===== config.mk =====
export PLATFORM = sky130hd
export DESIGN_NAME = product_accumulator
export DESIGN_NICKNAME = d
export VERILOG_FILES = /design/src/rtl/product_acc_pkg.sv /design/src/rtl/product_accumulator_acc_adder.sv /design/src/rtl/product_accumulator.sv
export SDC_FILE = /design/constraint.sdc
export NUM_CORES = 1
export LEC_CHECK = 0
export CAP_MARGIN = 10
export CORE_MARGIN = 5
export CORE_UTILIZATION = 57
export CTS_BUF_LIST = sky130_fd_sc_hd__clkbuf_8
export DETAILED_ROUTE_END_ITERATION = 6
export GPL_TIMING_DRIVEN = 0
export PLACE_DENSITY = 0.89
export SKIP_CTS_REPAIR_TIMING = 1
export SLEW_MARGIN = 25
export SYNTH_ARGS = -nofsm -noshare
export SYNTH_HDL_FRONTEND = slang
export SYNTH_SLANG_ARGS = --single-unit
export TNS_END_PERCENT = 30

===== constraint.sdc =====
create_clock -name clk -period 14.1 [get_ports clk]
set_input_delay 3.525 -clock clk [delete_from_list [all_inputs] [get_ports clk]]
set_output_delay 3.525 -clock clk [all_outputs]
set_load 0.01 [all_outputs]

===== src/rtl/product_acc_pkg.sv =====
// Shared definitions for the product accumulator: FSM encoding, default widths
// and the full-adder cell used by the ripple adder.
package product_acc_pkg;

  typedef enum logic [1:0] {
    IDLE = 2'd0,
    ACC  = 2'd1,
    DONE = 2'd2
  } acc_state_t;

  localparam int PROD_W_DEF  = 8;
  localparam int ACC_W_DEF   = 16;
  localparam int N_TERMS_DEF = 4;
  localparam int CNT_W       = 8;

  // One full-adder cell: returns {carry, sum}.
  function automatic logic [1:0] full_add(input logic a, input logic b, input logic cin);
    return {(a & b) | (a & cin) | (b & cin), a ^ b ^ cin};
  endfunction

endpackage


===== src/rtl/product_accumulator_acc_adder.sv =====
// ACC_W-bit ripple-carry adder chained from full-adder cells; exposes the
// carry out of the top bit for overflow detection.
module acc_adder
  import product_acc_pkg::*;
#(
  parameter int ACC_W = ACC_W_DEF
) (
  input  logic [ACC_W-1:0] a,
  input  logic [ACC_W-1:0] b,
  output logic [ACC_W-1:0] sum,
  output logic             cout
);

  logic [ACC_W:0] carry;

  assign carry[0] = 1'b0;

  for (genvar i = 0; i < ACC_W; i++) begin : g_fa
    assign {carry[i+1], sum[i]} = full_add(a[i], b[i], carry[i]);
  end

  assign cout = carry[ACC_W];

endmodule


===== src/rtl/product_accumulator.sv =====
// Sums N_TERMS consecutive products into a registered result with an overflow flag.
// Define PRODUCT_ACC_SAT_EN to clamp the sum at 2^ACC_W-1 instead of wrapping.
module product_accumulator
  import product_acc_pkg::*;
#(
  parameter int PROD_W  = PROD_W_DEF,
  parameter int ACC_W   = ACC_W_DEF,
  parameter int N_TERMS = N_TERMS_DEF
) (
  input  logic              clk,
  input  logic              rst_n,
  input  logic              clr,
  input  logic              in_valid,
  output logic              in_ready,
  input  logic [PROD_W-1:0] in_prod,
  output logic              out_valid,
  input  logic              out_ready,
  output logic [ACC_W-1:0]  out_sum,
  output logic              out_ovf
);

`ifdef PRODUCT_ACC_SAT_EN
  localparam bit SAT_EN = 1'b1;
`else
  localparam bit SAT_EN = 1'b0;
`endif

  localparam logic [CNT_W-1:0] N_LAST = N_TERMS[CNT_W-1:0];

  acc_state_t       state;
  logic [ACC_W-1:0] acc;
  logic [CNT_W-1:0] cnt;
  logic             ovf;

  logic [ACC_W-1:0] prod_ext;
  logic [ACC_W-1:0] add_sum;
  logic             add_cout;
  logic [ACC_W-1:0] acc_nxt;
  logic             ovf_nxt;
  logic [CNT_W-1:0] cnt_inc;
  logic             last;

  // Once a group has overflowed the clamp stays in force until the group ends.
  function automatic logic [ACC_W-1:0] sat_acc(input logic [ACC_W-1:0] s, input logic ovf_any);
    return (SAT_EN && ovf_any) ? {ACC_W{1'b1}} : s;
  endfunction

  assign in_ready = (state != DONE);
  assign prod_ext = ACC_W'(in_prod);
  assign cnt_inc  = cnt + CNT_W'(1);

  acc_adder #(
    .ACC_W (ACC_W)
  ) u_adder (
    .a    (acc),
    .b    (prod_ext),
    .sum  (add_sum),
    .cout (add_cout)
  );

  always_comb begin
    acc_nxt = prod_ext;
    ovf_nxt = 1'b0;
    last    = (N_LAST == CNT_W'(1));
    if (state == ACC) begin
      ovf_nxt = ovf | add_cout;
      acc_nxt = sat_acc(add_sum, ovf_nxt);
      last    = (cnt_inc == N_LAST);
    end
  end

  always_ff @(posedge clk or negedge rst_n) begin
    if (!rst_n) begin
      state     <= IDLE;
      acc       <= '0;
      cnt       <= '0;
      ovf       <= 1'b0;
      out_valid <= 1'b0;
      out_sum   <= '0;
      out_ovf   <= 1'b0;
    end else if (clr) begin
      state     <= IDLE;
      acc       <= '0;
      cnt       <= '0;
      ovf       <= 1'b0;
      out_valid <= 1'b0;
      out_sum   <= '0;
      out_ovf   <= 1'b0;
    end else begin
      case (state)
        IDLE, ACC: begin
          if (in_valid) begin
            acc <= acc_nxt;
            ovf <= ovf_nxt;
            cnt <= (state == IDLE) ? CNT_W'(1) : cnt_inc;
            if (last) begin
              state     <= DONE;
              out_valid <= 1'b1;
              out_sum   <= acc_nxt;
              out_ovf   <= ovf_nxt;
            end else begin
              state <= ACC;
            end
          end
        end
        DONE: begin
          if (out_ready) begin
            state     <= IDLE;
            acc       <= '0;
            cnt       <= '0;
            ovf       <= 1'b0;
            out_valid <= 1'b0;
            out_sum   <= '0;
            out_ovf   <= 1'b0;
          end
        end
        default: state <= IDLE;
      endcase
    end
  end

endmodule


# [Word level (Yosys, flattened, before mapping)]
# Index checks and enable logic that the tools add are counted.
[word_totals] register_bits=45 input_bits=13 out_inout_bits=19 wordCells=122
[op_classes] addsub=1 eq_ne=7 mux=33 bitwise=68 reduce_logical=6
[op_table] op="16-bit two-way mux" n=7
[op_table] op="16-bit one-hot mux with 2 select lines" n=2
[op_table] op="8-bit two-way mux" n=4
[op_table] op="1-bit bitwise AND" n=30
[op_table] op="1-bit bitwise XOR" n=23
[op_table] op="8-bit one-hot mux with 2 select lines" n=1
[op_table] op="1-bit OR" n=15
[op_table] op="1-bit two-way mux" n=11
[op_table] op="3-bit != test, second input constant" n=3
[op_table] op="8-bit by 1-bit adder with 8-bit output, second input constant" n=1
[op_table] op="8-bit by 3-bit equality test with 1-bit output, second input constant" n=1
[op_table] op="2-bit two-way mux" n=4
[op_table] op="1-bit one-hot mux with 2 select lines" n=3
[op_table] op="2-bit one-hot mux with 2 select lines" n=1
[op_table] op="4-bit AND reduction" n=1
[op_table] op="3-bit AND reduction" n=1
[op_table] op="3-bit nonzero test" n=1
[op_table] op="2-bit by 1-bit equality test with 1-bit output, second input constant" n=1
[op_table] op="2-bit equality test, second input constant" n=1
[op_table] op="2-bit logical NOT" n=1
[op_table] op="2-bit != test, second input constant" n=1
[op_table] op="2-bit AND reduction" n=1
[op_table] op="2-bit OR reduction" n=1

# [Logic depth before layout (Yosys ltp)]
# Gate-level depths: netlist of run 1.
[depth] word_depth=36 ltp_mapped=19 ltp_nobuf=19

# [By module]
# A second synthesis of run 1 with hierarchy kept.
[unflattened] hier_cells=241 area_unflattened_um2=2557.5
[modules_own_cells] module="product_accumulator" instances=1 cells_per_inst=220 area_per_inst_um2=2225.9 seq_area_each_um2=1126.1
[modules_own_cells] module="acc_adder" instances=1 cells_per_inst=21 area_per_inst_um2=331.6 seq_area_each_um2=0.0

# [Worst setup path after synthesis of run 1]
# Ideal clock, no wire load.
[synth_path] path_type="input port to flip-flop" start="input port in_prod[0]" end="register out_sum[15]" setup_ns=0.122 t_arrival_ns=8.039 required_ns=13.978 path_slack_ns=5.939 cell_stages=17 n_path_buf=0 path_cell_list="ha_1 > fa_1 > fa_1 > fa_1 > fa_1 > fa_1 > fa_1 > fa_1 > ha_1 > ha_1 > ha_1 > ha_1 > ha_1 > ha_1 > ha_1 > ha_1 > a32o_1"
[synth_between] elab_chain_len=35 elab_cells_between_ends=42 cone_classes="mux (5); bitwise (37)"
[synth_rtl] element="from (decl)" line="product_accumulator.sv:15" source="input logic [PROD_W-1:0] in_prod,"
[synth_rtl] element="1-bit bitwise AND (*)" line="product_acc_pkg.sv:18" source="return {(a & b) | (a & cin) | (b & cin), a ^ b ^ cin};"
[synth_rtl] element="1-bit bitwise AND" line="product_acc_pkg.sv:18"
[synth_rtl] element="1-bit OR" line="product_acc_pkg.sv:18"
[synth_rtl] element="1-bit OR (*)" line="product_acc_pkg.sv:18"
[synth_rtl] element="1-bit bitwise AND" line="product_acc_pkg.sv:18"
[synth_rtl] element="1-bit OR" line="product_acc_pkg.sv:18"
[synth_rtl] element="1-bit OR (*)" line="product_acc_pkg.sv:18"
[synth_rtl] element="1-bit bitwise AND" line="product_acc_pkg.sv:18"
[synth_rtl] element="[... 13 more ...]"
[synth_rtl] element="1-bit OR (*)" line="product_acc_pkg.sv:18"
[synth_rtl] element="1-bit bitwise AND (*) (7 in series)" line="product_acc_pkg.sv:18"
[synth_rtl] element="1-bit bitwise XOR (*)" line="product_acc_pkg.sv:18"
[synth_rtl] element="16-bit two-way mux (*)" line="product_accumulator.sv:65" source="if (state == ACC) begin"
[synth_rtl] element="16-bit two-way mux (*)" line="product_accumulator.sv:96" source="if (last) begin"
[synth_rtl] element="16-bit two-way mux (*)" line="product_accumulator.sv:92" source="if (in_valid) begin"
[synth_rtl] element="16-bit one-hot mux with 2 select lines (*)" line="product_accumulator.sv:90" source="case (state)"
[synth_rtl] element="16-bit two-way mux (*)" line="product_accumulator.sv:81" source="end else if (clr) begin"
[synth_rtl] element="to (signal assigned)" line="product_accumulator.sv:99" source="out_sum <= acc_nxt;"
[synth_rtl] element="to (decl)" line="product_accumulator.sv:18" source="output logic [ACC_W-1:0] out_sum,"
# Mark *: on every way between the ends. The rest lies on a longest branch, timed or not. The select of a mux whose other input is x is not followed.
# A chain may end at the register's enable or synchronous reset.

# [Worst setup path after layout of run 1]
[layout_path] start="input port in_prod[0]" end="register out_ovf"
[layout_between] elab_chain_len=36 elab_cells_between_ends=43 cone_classes="mux (5); bitwise (38)"
[layout_rtl] element="1-bit bitwise AND (*)" line="product_acc_pkg.sv:18"
[layout_rtl] element="1-bit bitwise AND" line="product_acc_pkg.sv:18"
[layout_rtl] element="1-bit OR" line="product_acc_pkg.sv:18"
[layout_rtl] element="1-bit OR (*)" line="product_acc_pkg.sv:18"
[layout_rtl] element="1-bit bitwise AND" line="product_acc_pkg.sv:18"
[layout_rtl] element="1-bit OR" line="product_acc_pkg.sv:18"
[layout_rtl] element="1-bit OR (*)" line="product_acc_pkg.sv:18"
[layout_rtl] element="1-bit bitwise AND" line="product_acc_pkg.sv:18"
[layout_rtl] element="[... 13 more ...]"
[layout_rtl] element="1-bit OR (*)" line="product_acc_pkg.sv:18"
[layout_rtl] element="1-bit bitwise AND (*) (8 in series)" line="product_acc_pkg.sv:18"
[layout_rtl] element="1-bit OR (*)" line="product_accumulator.sv:66" source="ovf_nxt = ovf | add_cout;"
[layout_rtl] element="1-bit two-way mux (*)" line="product_accumulator.sv:65"
[layout_rtl] element="1-bit two-way mux (*)" line="product_accumulator.sv:96"
[layout_rtl] element="1-bit two-way mux (*)" line="product_accumulator.sv:92"
[layout_rtl] element="1-bit one-hot mux with 2 select lines (*)" line="product_accumulator.sv:90"
[layout_rtl] element="1-bit two-way mux (*)" line="product_accumulator.sv:81"
[layout_rtl] element="to (signal assigned)" line="product_accumulator.sv:100" source="out_ovf <= ovf_nxt;"
[layout_rtl] element="to (decl)" line="product_accumulator.sv:19" source="output logic out_ovf"
# Marks and branches as above.

==> results of run 1 <==
-- cells in the final DEF (no fill, tap or decap), types with 2 or more instances in the layout --
master and n:
a21o_1 3, a21oi_1 4, a22o_1 10, a32o_1 8, and2_1 4, and3_1 2
buf_2 5, clkbuf_1 4, clkbuf_8 7, clkdlybuf4s50_1 30, dfrtp_1 45, fa_1 7
ha_1 11, inv_1 2, mux2i_1 9, nand2_1 18, nand2b_1 2, nand4_1 3
nor2_1 6, o21ai_0 8, o2bb2ai_1 8, o31ai_1 9, xnor2_1 2
-- flip-flops by register name, summed over array words and instances, names as in the netlist --
name and cells:
out_valid 1, acc 16, out_sum 16, out_ovf 1, ovf 1, state 2
cnt 8
-- cell families (layout without fill, tap and decap cells) --
group	after synthesis	in the layout	synth area share, %
flip-flops	45	45	49.83
XOR/XNOR	3	3	1.163
AO/OA/AOI/OAI	59	59	21.04
buffers and inverters	11	51	2.381
AND/OR/NAND/NOR	42	42	9.302
adder cells (fa/ha/maj)	18	18	12.29
multiplexers	9	9	3.987
-- report_power, final --
| group | leakage (nW) | internal [mW] | switching, mW | total (mW) |
|---|---|---|---|---|
| Combinational | 0.616 | 0.0128 | 0.0168 | 0.0296 |
| Clock | 0.0542 | 0.0443 | 0.0430 | 0.0873 |
| Sequential | 0.617 | 0.132 | 0.00349 | 0.136 |
-- stage by stage --
step	util (%)	hold slack (ps)
2_1_floorplan	-	450.5
3_3_place_gp	70.25	461.2
3_5_place_dp	70.66	467.2
4_1_cts	73.36	484.8
5_1_grt	73.36	497.8
6_report	73.36	480.4
-- how the worst max path moves through the flow --
stage | cells past startpoint | end | slack (ps) | start
2_1_floorplan | 17 | out_sum[15] | 5940 | in_prod[0]
3_3_place_gp | 20 | out_ovf | 5320 | in_prod[0]
3_5_place_dp | 20 | out_ovf | 5260 | in_prod[0]
4_1_cts | 18 | out_sum[15] | 5570 | in_prod[0]
5_1_grt | 20 | out_ovf | 5410 | in_prod[0]
6_report | 20 | out_ovf | 5570 | in_prod[0]
-- layer usage --
| metal | global-route usage [%] | vias to the layer above |
|---|---|---|
| li1 | - | 779 |
| met1 | 28.25 | 855 |
| met2 | 34.87 | 40 |
| met3 | 5.096 | 6 |
| met4 | 7.992 | 0 |
| met5 | 0 | - |
-- layout make-up --
cell class / instances / area share [%]
Tap cell: 48 / 2.187
Sequential cell: 45 / 41.00
Clock buffer: 7 / 3.508
Timing Repair Buffer: 32 / 11.85
Clock inverter: 1 / 0.1822
Multi-Input combinational cell: 131 / 39.32
Buffer: 9 / 1.686
Inverter: 2 / 0.2733
==> qor.csv, run 1 <==
stage;metric;value;unit
status;status;completed;
min_path;hold path start;ovf;
final_layout;Layout area overhead;21.54;%
critical_path;r2r startpoint;acc[0];
drt;met2 wire len;2457;µm
critical_path;CP delay by family, top;adder cells;
logic_synthesis;count leader, synth;dfrtp_1;
global_routing;largest net degree at the start of global routing;30;
sta;Final period util;60.48;%
drt;Top Metal Used;met4;
placement;pre-CTS WS;5256;ps
drt;detailed-route DRC error count;0;
sta;Tmin final;8528;ps
logic_synthesis;top cells by count, synth;dfrtp_1, nand2_1, ha_1;
clocking;clock slew at reported path FFs;80;ps
power_and_ir_drop;Total Power;0.2528;mW
final_layout;fin nets;257;
critical_path;Worst Setup End Kind;register;
critical_path;most frequent CP cell;ha_1;
clocking;CTS Root Cell;clkbuf_8;
sta;Final WS setup;5572;ps
placement;placed insts;267;
placement;HPWL after detailed placement;3589;µm
placement;area post-placement;0.002645;mm²
min_path;Hold Path Class;register to register;
logic_synthesis;post-synthesis sequential area ratio;49.83;%
floorplan;die height;72.96;µm
final_layout;post-route cell area;0.002746;mm²
floorplan;die footprint;0.005323;mm²
final_layout;area occupied by multi-input gates;0.001080;mm²
critical_path;worst-path fanout max;2;
drt;DRT Wirelength;4916;µm
critical_path;r2r worst-path depth;19;
global_routing;first-pass GRT wire length;8673;µm
min_path;hold path cells;1;
logic_synthesis;yosys warns;0;
critical_path;CP Launch Type;input pin;
drt;DRT antenna net count;0;
drt;DR WL met3;217;µm
clocking;Skew-Pair Late Insertion Delay;300;ps
logic_synthesis;ys async rst share;100.0;%
logic_synthesis;syn nets;218;
final_layout;fraction of layout cells with a size suffix above 1;8.370;%
floorplan;core box area;0.003744;mm²
power_and_ir_drop;Pleak;1.287;nW
critical_path;CP max stage delay;450;ps
logic_synthesis;top cells by area, synth;dfrtp_1, fa_1, ha_1, mux2i_1, a22o_1;
logic_synthesis;Synth area leader;dfrtp_1;
global_routing;vias in the first global route;1774;
sta;Clock Skews;7.881;ps
sta;f_max;117.3;MHz
floorplan;initial core utilization;60.36;%
flow_run;max_cap viols;0;
placement;final RePlAce weighted congestion;0.8492;
placement;port bufs;31;
drt;DR WL/cell;17.88;µm
critical_path;critical path class;input pin to register;
final_layout;Post-Layout Cell Count;275;
clocking;number of buffers created by CTS;5;
global_routing;GR Util All Layers;21.57;%
sta;Final Max Tran Viols;0;
logic_synthesis;#FFs+latches synth;45;
clocking;Sink Count;45;
critical_path;Buf/Inv on CP;1;
sta;slew margin rel.;56.22;%
drt;vias per cell;6.109;
drt;Metal-1 WL;2166;µm
critical_path;R2R Setup Slk;8890;ps
final_layout;Antenna diodes;0;
floorplan;Die Span X;72.96;µm
critical_path;worst endpoint data arrival time;8730;ps
clocking;clock buffer depth;2;
sta;# setup viols final;0;
global_routing;initial antenna violation count;0;
global_routing;GRT overflow;0;
sta;setup TNS;0;ps
drt;via count;1680;
sta;final hold viol count;0;
logic_synthesis;syn_area_per_cell;12.08;µm²
drt;1st-iter DRT viols;105;
final_layout;number of fillers in the final layout;266;
logic_synthesis;synth unique cells;39;
logic_synthesis;cells after synthesis;187;
min_path;hold path endpoint;ovf;
final_layout;register area;0.001126;mm²
floorplan;I/O pin cnt;32;
clocking;CTS tree;yes;
sta;Slew @ Worst Pin;656.6;ps
logic_synthesis;post-synthesis cell area;0.002260;mm²
power_and_ir_drop;PD cells;92.04;mW/mm²
clocking;# H-tree levels;2;
critical_path;data required time of the worst path;14300;ps
critical_path;slowest CP cell;clkdlybuf4s50_1;
critical_path;CP cell instances;clkdlybuf4s50_1, ha_1, fa_1, fa_1, fa_1, fa_1, fa_1, fa_1, fa_1, ha_1, ha_1, ha_1, ha_1, ha_1, ha_1, ha_1, ha_1, nor2_1, nor2_1, a22o_1;
logic_synthesis;Top FF cell, synth;dfrtp_1;
sta;RSZ-0062 raised after global routing;false;
critical_path;reg2reg end;out_ovf;
power_and_ir_drop;Max rail drop VDD;0.08782;mV
drt;1st-pass router iterations;4;
logic_synthesis;Post-synth EDFFs;0;
logic_synthesis;post-synth top area share;49.83;%
floorplan;row count;22;
Note: power is estimated with default switching activity, not from simulation.
==> run 2: changes to the inputs <==
--- a/config.mk
+++ b/config.mk
@@ -7,11 +7,11 @@
 export LEC_CHECK = 0
 export CAP_MARGIN = 10
 export CORE_MARGIN = 5
-export CORE_UTILIZATION = 57
+export CORE_UTILIZATION = 51
 export CTS_BUF_LIST = sky130_fd_sc_hd__clkbuf_8
 export DETAILED_ROUTE_END_ITERATION = 6
 export GPL_TIMING_DRIVEN = 0
-export PLACE_DENSITY = 0.89
+export PLACE_DENSITY = 0.84
 export SKIP_CTS_REPAIR_TIMING = 1
 export SLEW_MARGIN = 25
 export SYNTH_ARGS = -nofsm -noshare
==> constraint.sdc (replaced) <==
create_clock -name clk -period 7.7 [get_ports clk]
set_input_delay 1.925 -clock clk [delete_from_list [all_inputs] [get_ports clk]]
set_output_delay 1.925 -clock clk [all_outputs]
set_load 0.01 [all_outputs]
==> run 2 against run 1 <==
Combinational power grew 88%. Non-clock buffer count stayed put. Clock skew increased by 2.0 ps. Global-route usage fell by 4.6 points. Sequential power grew 83%. Final cell count rose by 1.5%. Clock-buffer cell count unchanged. Critical endpoint unchanged. Critical path type unchanged.
==> qor.csv, run 2 (synthesis gave the netlist of run 1 again) <==
stage;metric;value;unit
sta;RSZ-0062 raised after global routing;false;
final_layout;commonest non-fill, non-tap cell in the layout;dfrtp_1;
drt;DRT Wirelength;4644;µm
flow_run;max_cap viols;0;
clocking;Sink Count;45;
drt;1st-pass router iterations;4;
final_layout;Antenna diodes;0;
sta;slew margin rel.;57.55;%
drt;detailed-route DRC error count;0;
global_routing;vias in the first global route;1704;
floorplan;row count;24;
placement;final RePlAce weighted congestion;0.8280;
global_routing;GRT overflow;0;
critical_path;CP max stage delay;420;ps
floorplan;core box area;0.004324;mm²
floorplan;I/O pin cnt;32;
final_layout;Layout area overhead;21.76;%
final_layout;Regs by FF count;acc: 16 flops, out_sum: 16 flops, cnt: 8 flops;
critical_path;data required time of the worst path;7900;ps
sta;# setup viols final;0;
clocking;Skew-Pair Late Insertion Delay;300;ps
drt;vias per cell;5.950;
sta;setup TNS;0;ps
sta;Final Max Tran Viols;0;
floorplan;Die Span X;76.57;µm
min_path;Hold Path Class;register to register;
critical_path;worst-path fanout max;2;
sta;final hold viol count;0;
clocking;clock buffer depth;2;
clocking;CTS Root Cell;clkbuf_8;
critical_path;CP cell instances;clkdlybuf4s50_1, ha_1, fa_1, fa_1, fa_1, fa_1, fa_1, fa_1, fa_1, ha_1, ha_1, ha_1, ha_1, ha_1, ha_1, ha_1, ha_1, nor2_1, nor2_1, a22o_1;
power_and_ir_drop;Total Power;0.4633;mW
placement;HPWL after detailed placement;3423;µm
critical_path;Worst Setup End Kind;register;
critical_path;most frequent CP cell;ha_1;
power_and_ir_drop;Pleak;1.287;nW
floorplan;die height;76.57;µm
critical_path;critical path class;input pin to register;
sta;Slew @ Worst Pin;636.7;ps
final_layout;fraction of layout cells with a size suffix above 1;8.370;%
final_layout;Post-Layout Cell Count;279;
sta;hold_ws;486.0;ps
sta;f_max;144.8;MHz
global_routing;first-pass GRT wire length;8107;µm
critical_path;worst endpoint data arrival time;7100;ps
placement;port bufs;31;
clocking;CTS tree;yes;
global_routing;largest net degree at the start of global routing;30;
status;status;completed;
floorplan;initial core utilization;52.26;%
drt;via count;1660;
sta;Clock Skews;9.867;ps
final_layout;commonest cells after routing, fill and taps aside;dfrtp_1, clkdlybuf4s50_1, nand2_1;
power_and_ir_drop;Max rail drop VDD;0.1031;mV
clocking;clock slew at reported path FFs;90;ps
placement;placed insts;271;
drt;1st-iter DRT viols;110;
drt;DR WL/cell;16.65;µm
global_routing;initial antenna violation count;0;
sta;Tmin final;6907;ps
global_routing;GR Util All Layers;17.02;%
sta;Final period util;89.70;%
clocking;# H-tree levels;2;
final_layout;fin nets;257;
critical_path;slowest CP cell;clkdlybuf4s50_1;
clocking;number of buffers created by CTS;5;
floorplan;die footprint;0.005862;mm²
drt;DRT antenna net count;0;
power_and_ir_drop;PD cells;168.4;mW/mm²
critical_path;CP Launch Type;input pin;
==> run 2: layout make-up <==
type,instances,area [µm²]
plain buffers,9,46.29
multi-input cells,131,1080
fillers,361,1573
inverters,2,7.507
repair buffers,32,325.3
flip-flops and latches,45,1126
clock inverters,1,5.005
clock buffers,7,96.34
well taps,52,65.06
==> run 2: critical path, delay by kind of cell <==
family / cells / cell delay [ps]
AO/OA/AOI/OAI: 1 / 180
adder cells (fa/ha/maj): 16 / 4400
buffers and inverters: 1 / 420
AND/OR/NAND/NOR: 2 / 150
==> run 2: stage by stage <==
stage	setup slack (ps)	util, %	cell area (µm²)
final	793.5	63.63	2751
after global routing	620.5	63.63	2751
after CTS	763.6	63.63	2751
after detailed placement	451.9	61.28	2650
after global placement	523.6	60.94	2635
after floorplan	1139	-	2260
==> run 2: final timing paths <==
| path | from | endpoint | slack, ps | cells after the start |
|---|---|---|---|---|
| max reg2reg | acc[0] | out_ovf | 2480 | 19 |
| max in group asynchronous | rst_n | out_valid | 5680 | 2 |
| max | in_prod[0] | out_ovf | 790 | 20 |
| min reg2reg | ovf | ovf | 490 | 1 |
| min in group asynchronous | rst_n | out_sum[12] | 1540 | 1 |
| min | ovf | ovf | 490 | 1 |
==> run 2: metal layers <==
| layer | track usage [%] | routed length [µm] |
|---|---|---|
| met1 | 22.97 | 2085 |
| met2 | 26.63 | 2346 |
| met3 | 2.600 | 134 |
| met4 | 8.392 | 77 |
| met5 | 0 | 0 |
==> run 2: where the power goes <==
part	switching (mW)	leakage (nW)	internal (mW)
Sequential	0.00604	0.617	0.242
Combinational	0.0317	0.616	0.0240
Clock	0.0780	0.0542	0.0811
Total	0.116	1.29	0.348
==> variant 1: new RTL, settings of run 1 <==
Change the package constant `ACC_W_DEF` from 16 to 14.
--- a/src/rtl/product_acc_pkg.sv
+++ b/src/rtl/product_acc_pkg.sv
@@ -11,3 +11,3 @@
   localparam int PROD_W_DEF  = 8;
-  localparam int ACC_W_DEF   = 16;
+  localparam int ACC_W_DEF   = 14;
   localparam int N_TERMS_DEF = 4;
Interface: changed (resized out_sum); port bits go from 32 to 30. The function was not compared with the original's and may differ.
==> variant 1 against run 1 <==
Non-clock buffer count shrank 1; design area barely moved; register-to-register slack better by 0.31 ns; total power rose by 0.88%; clock power up 14%; routed wire length decreased by 2.3%; cell count up 7.6%; area after synthesis is essentially flat; sequential cell count fell by 4; setup slack better by 0.32 ns; maximum frequency up 4.0%; largest power group unchanged.
==> variant 1: results (changes against run 1) <==
Power
  • Internal power: 192.3 uW (+1.5%)
  • Leakage: 0.001266 uW (-1.6%)
  • Worst VDD drop: 0.00006657 V (-24%)

Cells and area
  • Share of layout cells above drive strength 1: 13.31% (+4.9 points)
  • Multi-input logic area: 1176 um^2 (+8.9%)
  • Top Registers: acc x14, out_sum x14, cnt x8
  • Final net count: 276 (+7.4%)
  • Ant. Diodes: 0 (unchanged)
  • Fillcell total: 272 (+2.3%)

Global routing
  • Met1 GRT Util: 29.32% (+1.1 points)
  • Met3 Usage GRT: 3.444% (-1.7 points)
  • Total track usage: 20.22% (-1.4 points)
  • Routing usage on met2: 31.46% (-3.4 points)
  • Largest net degree at the start of global routing: 32 (+6.7%)
  • First-pass GRT wire length: 8.349 mm (-3.7%)

Logic synthesis
  • Post-synth cell types: 49 (+26%)
  • Synth async-reset ratio: 100.0% (unchanged)
  • Area share of fa/ha/maj cells after synthesis: 11.19% (-1.1 points)
  • Mux cell area share after synthesis: 4.044% (+0.058 points)
  • Ranking of synthesized cells by area: dfrtp_1 (45%), fa_1 (6.2%), nand2_1 (6.1%)
  • Synth cell count leaders: dfrtp_1 (41), nand2_1 (37), o21ai_1 (19), ha_1 (9), nor2_1 (9)
  • Post-synth net total: 239 (+9.6%)
  • Synth Area in XOR/XNOR: 0.7756% (-0.39 points)
  • Compound-Gate Fraction of Synth Area: 19.78% (-1.3 points)
  • Seq/Total Area, Yosys: 45.43% (-4.4 points)

CTS
  • Clock H-tree levels: 2 (unchanged)
  • CTS Root Cell: clkbuf_8
  • Clk slew on worst S/H paths: 0.08 ns (about the same)

STA
  • Worst Skew: 0.005321 ns (-0.002560 ns)
  • Rel. slew slack: 61.72% (+5.5 points)

Place
  • Final GP Congestion: 0.8382 (-1.3%)
  • Post-DP HPWL: 3.492 mm (-2.7%)
  • Port buffer count: 29 (-6.5%)
  • Placed cell area: 2624 um^2 (-0.80%)

Detailed routing
  • Detailed-router iteration count before antenna repair: 4 (unchanged)
  • Initial detailed-routing violation count: 96 (-8.6%)
  • Vias: 1737 (+3.4%)
  • DRT Wirelength: 4.802 mm (-2.3%)

Run status
  • Status: finished clean

Worst setup path
  • CP max FO: 2 (unchanged)
  • Arr. time, crit path: 8.37 ns (-0.36 ns)
## variant 1: logic make-up (layout without fill, tap and decap cells)
kind of cell,after synthesis,in the layout
simple gates,68,68
xor+xnor,2,2
compound gates,63,63
flops,41,41
mux,9,9
fa+ha+maj,16,16
buf+inv,11,49
## variant 1: final timing paths
kind / startpoint / depth (start not counted) / endpoint / slack (ns)
min: acc[8]$_DFFE_PN0P_ / 2 / acc[8]$_DFFE_PN0P_ / 0.49
max: in_prod[0] / 17 / out_ovf$_DFFE_PN0P_ / 5.90
min in group asynchronous: rst_n / 1 / out_sum[4]$_DFFE_PN0P_ / 3.10
max reg2reg: acc[0]$_DFFE_PN0P_ / 16 / out_ovf$_DFFE_PN0P_ / 9.20
min reg2reg: acc[8]$_DFFE_PN0P_ / 2 / acc[8]$_DFFE_PN0P_ / 0.49
max in group asynchronous: rst_n / 2 / out_sum[12]$_DFFE_PN0P_ / 10.56
## variant 1: power by group through the flow
stage / combinational, uW / sequential (uW) / clock [uW]
5_1_grt: 35.5 / 125 / 104
3_5_place_dp: 31.3 / 127 / 0
4_1_cts: 31.4 / 125 / 99.4
3_3_place_gp: 29.5 / 127 / 0
6_report: 31.1 / 125 / 99.2
2_1_floorplan: 18.2 / 126 / 0
## variant 1: critical path, cell delays in order
cell and delay [ns]:
clkdlybuf4s50_1 0.43, ha_1 0.22, fa_1 0.38, fa_1 0.39, fa_1 0.40, fa_1 0.42, fa_1 0.40, fa_1 0.39
fa_1 0.42, ha_1 0.21, ha_1 0.19, ha_1 0.18, ha_1 0.18, ha_1 0.18, ha_1 0.18, o21ai_0 0.16
o22ai_1 0.10
## variant 1: final cells by class
cell class | count | area share, %
timing repair buffer | 30 | 11.13
tap | 48 | 2.189
sequential | 41 | 37.39
clock inverter | 2 | 1.368
inverter | 1 | 0.1368
buffer | 10 | 1.915
clock buffer | 6 | 3.010
multi-input combinational | 158 | 42.86
## variant 1: stage by stage
step | setup slack [ns] | instances | total power, uW
finish | 5.896 | 296 | 255.0
global route | 5.742 | 296 | 265.3
CTS | 5.873 | 296 | 255.5
detailed placement | 5.582 | 288 | 158.4
global placement | 5.645 | 287 | 156.4
floorplan | 6.337 | 210 | 144.7
## variant 1: per-layer routing
layer,part of all wire (%),wire (um),vias up
met5,0,0,-
met4,0.98,47,0
met3,4.7,224,8
li1,-,-,839
met2,47,2261,44
met1,47,2268,846
==> variant 2: new RTL, settings of run 1 <==
Without the edit above. Encoding of `acc_state_t`: now one-hot (3 bits for 3 states).
--- a/src/rtl/product_acc_pkg.sv
+++ b/src/rtl/product_acc_pkg.sv
@@ -4,6 +4,6 @@
 
-  typedef enum logic [1:0] {
-    IDLE = 2'd0,
-    ACC  = 2'd1,
-    DONE = 2'd2
+  typedef enum logic [2:0] {
+    IDLE = 3'b001,
+    ACC  = 3'b010,
+    DONE = 3'b100
   } acc_state_t;
Behaviour: same outputs for any inputs over 4 cycles, from zero or initial values and one cycle with rst_n low; so few cycles prove little.
==> variant 2 against run 1 <==
Total power rose by 6.4%; setup slack improved by 0.027 ns; combinational power up 9.1%; global-route usage decreased by 1.2 points; routed wire length fell by 1.1%; critical path depth decreased by 2; area after synthesis grew 4.5%; non-clock buffer count rose by 2; highest routed layer unchanged; design area up 4.1%; critical endpoint is now out_sum[15]$_DFFE_PN0P_; sequential cell count grew 1; count of clock-buffer cells in the layout fell by 2; maximum frequency is 0.32% higher.
==> variant 2: results (changes against run 1) <==
Logic synthesis
  • Seq/Total Area, Yosys: 48.78% (-1.1 points)
  • Post-synth net total: 232 (+6.4%)
  • Synth cell count leaders: dfrtp_1 (45), o21ai_0 (17), a22o_1 (14), nand2_1 (14), nor2_1 (12)
  • Ranking of synthesized cells by area: dfrtp_1 (48%), fa_1 (5.9%), ha_1 (5.8%)
  • Post-synth cell types: 41 (+5.1%)
  • Synth async-reset ratio: 100.0% (unchanged)

Run status
  • Status: finished clean

Detailed routing
  • Vias: 1710 (+1.8%)
  • DRT Wirelength: 4.860 mm (-1.1%)
  • Detailed-router iteration count before antenna repair: 5 (+1)
  • Initial detailed-routing violation count: 140 (+33%)

Power
  • Worst VDD drop: 0.00007503 V (-15%)
  • Leakage: 0.001280 uW (-0.52%)

Place
  • Final GP Congestion: 0.8597 (+1.2%)
  • Pre-CTS WS: 5.245 ns (-0.01137 ns)
  • Post-DP HPWL: 3.523 mm (-1.8%)

Cells and area
  • Final net count: 271 (+5.4%)
  • Fillcell total: 287 (+7.9%)
  • Share of layout cells above drive strength 1: 9.129% (+0.76 points)
  • Ant. Diodes: 0 (unchanged)

Global routing
  • Total track usage: 20.40% (-1.2 points)
  • Vias in the first global route: 1843 (+3.9%)
  • First-pass GRT wire length: 8.728 mm (+0.63%)
  • Largest net degree at the start of global routing: 26 (-13%)

STA
  • Worst Skew: 0.009436 ns (+0.001555 ns)
  • Slew at the pin closest to its max-slew limit: 0.6508 ns (-0.005802 ns)
## variant 2: cell types whose count changed after synthesis, moves of 3 or more
cell      before  now
a31oi_1        1    4
buf_2          4    0
a32o_1         8    0
nor2b_1        0    6
o31ai_1        9    2
and2_1         4    1
o21ai_0        8   17
nand2_1       18   14
nor2_1         6   12
a22o_1        10   14
clkbuf_1       4    7
## variant 2: final timing paths
check,startpoint,slack (ns),cells past startpoint,end
setup / recovery,in_prod[0],5.60,18,out_sum[15]$_DFFE_PN0P_
hold reg to reg,out_sum[4]$_DFFE_PN0P_,0.50,1,out_sum[4]$_DFFE_PN0P_
setup reg to reg,acc[0]$_DFFE_PN0P_,8.89,17,out_sum[15]$_DFFE_PN0P_
min in group asynchronous,rst_n,3.19,1,acc[13]$_DFFE_PN0P_
hold / removal,out_sum[4]$_DFFE_PN0P_,0.50,1,out_sum[4]$_DFFE_PN0P_
max in group asynchronous,rst_n,10.32,2,state[0]$_DFFE_PN1P_
## variant 2: cells by family (layout without fill, tap and decap cells)
group           Yosys count  in the layout  synth area share, %
compound gates           64             64                20.55
simple gates             47             47                10.59
flops                    46             46                48.78
fa+ha+maj                18             18                11.76
buf+inv                  14             54                3.337
mux                      10             10                4.237
xor+xnor                  2              2               0.7417
## variant 2: critical path, cell delays in order
cell	delay, ns
clkdlybuf4s50_1	0.44
ha_1	0.22
fa_1	0.37
fa_1	0.40
fa_1	0.40
fa_1	0.41
fa_1	0.39
fa_1	0.40
fa_1	0.38
ha_1	0.19
ha_1	0.18
ha_1	0.19
ha_1	0.19
ha_1	0.18
ha_1	0.18
ha_1	0.18
ha_1	0.28
a22o_1	0.20
## variant 2: metrics by stage
step / std cells / hold WS (ns) / cell area, um^2
after detailed placement: 283 / 0.4735 / 2750
after global routing: 291 / 0.5130 / 2859
after global placement: 282 / 0.4668 / 2735
after floorplan: 201 / 0.4538 / 2362
after CTS: 291 / 0.4959 / 2859
final: 291 / 0.4969 / 2859
## variant 2: layout make-up
| class | instances | area share [%] |
|---|---|---|
| plain buffers | 11 | 2.363 |
| clock buffers | 5 | 2.407 |
| clock inverters | 3 | 1.400 |
| inverters | 3 | 0.3939 |
| multi-input cells | 141 | 39.56 |
| flip-flops and latches | 46 | 40.31 |
| well taps | 50 | 2.188 |
| repair buffers | 32 | 11.38 |
## variant 2: power by group
part	total (uW)	internal, uW	switching, uW
Clock	96.4	52.2	44.2
Combinational	32.3	13.4	18.9
Sequential	140	136	4.46
## variant 2: routing by layer
layer	global-route usage [%]	wire length [um]	part of all wire, %	vias to the layer above
met2	31.90	2453	50	42
li1	-	-	-	818
met4	8.498	73	1.5	0
met3	3.378	212	4.4	6
met1	28.35	2120	44	844
met5	0	0	0	-
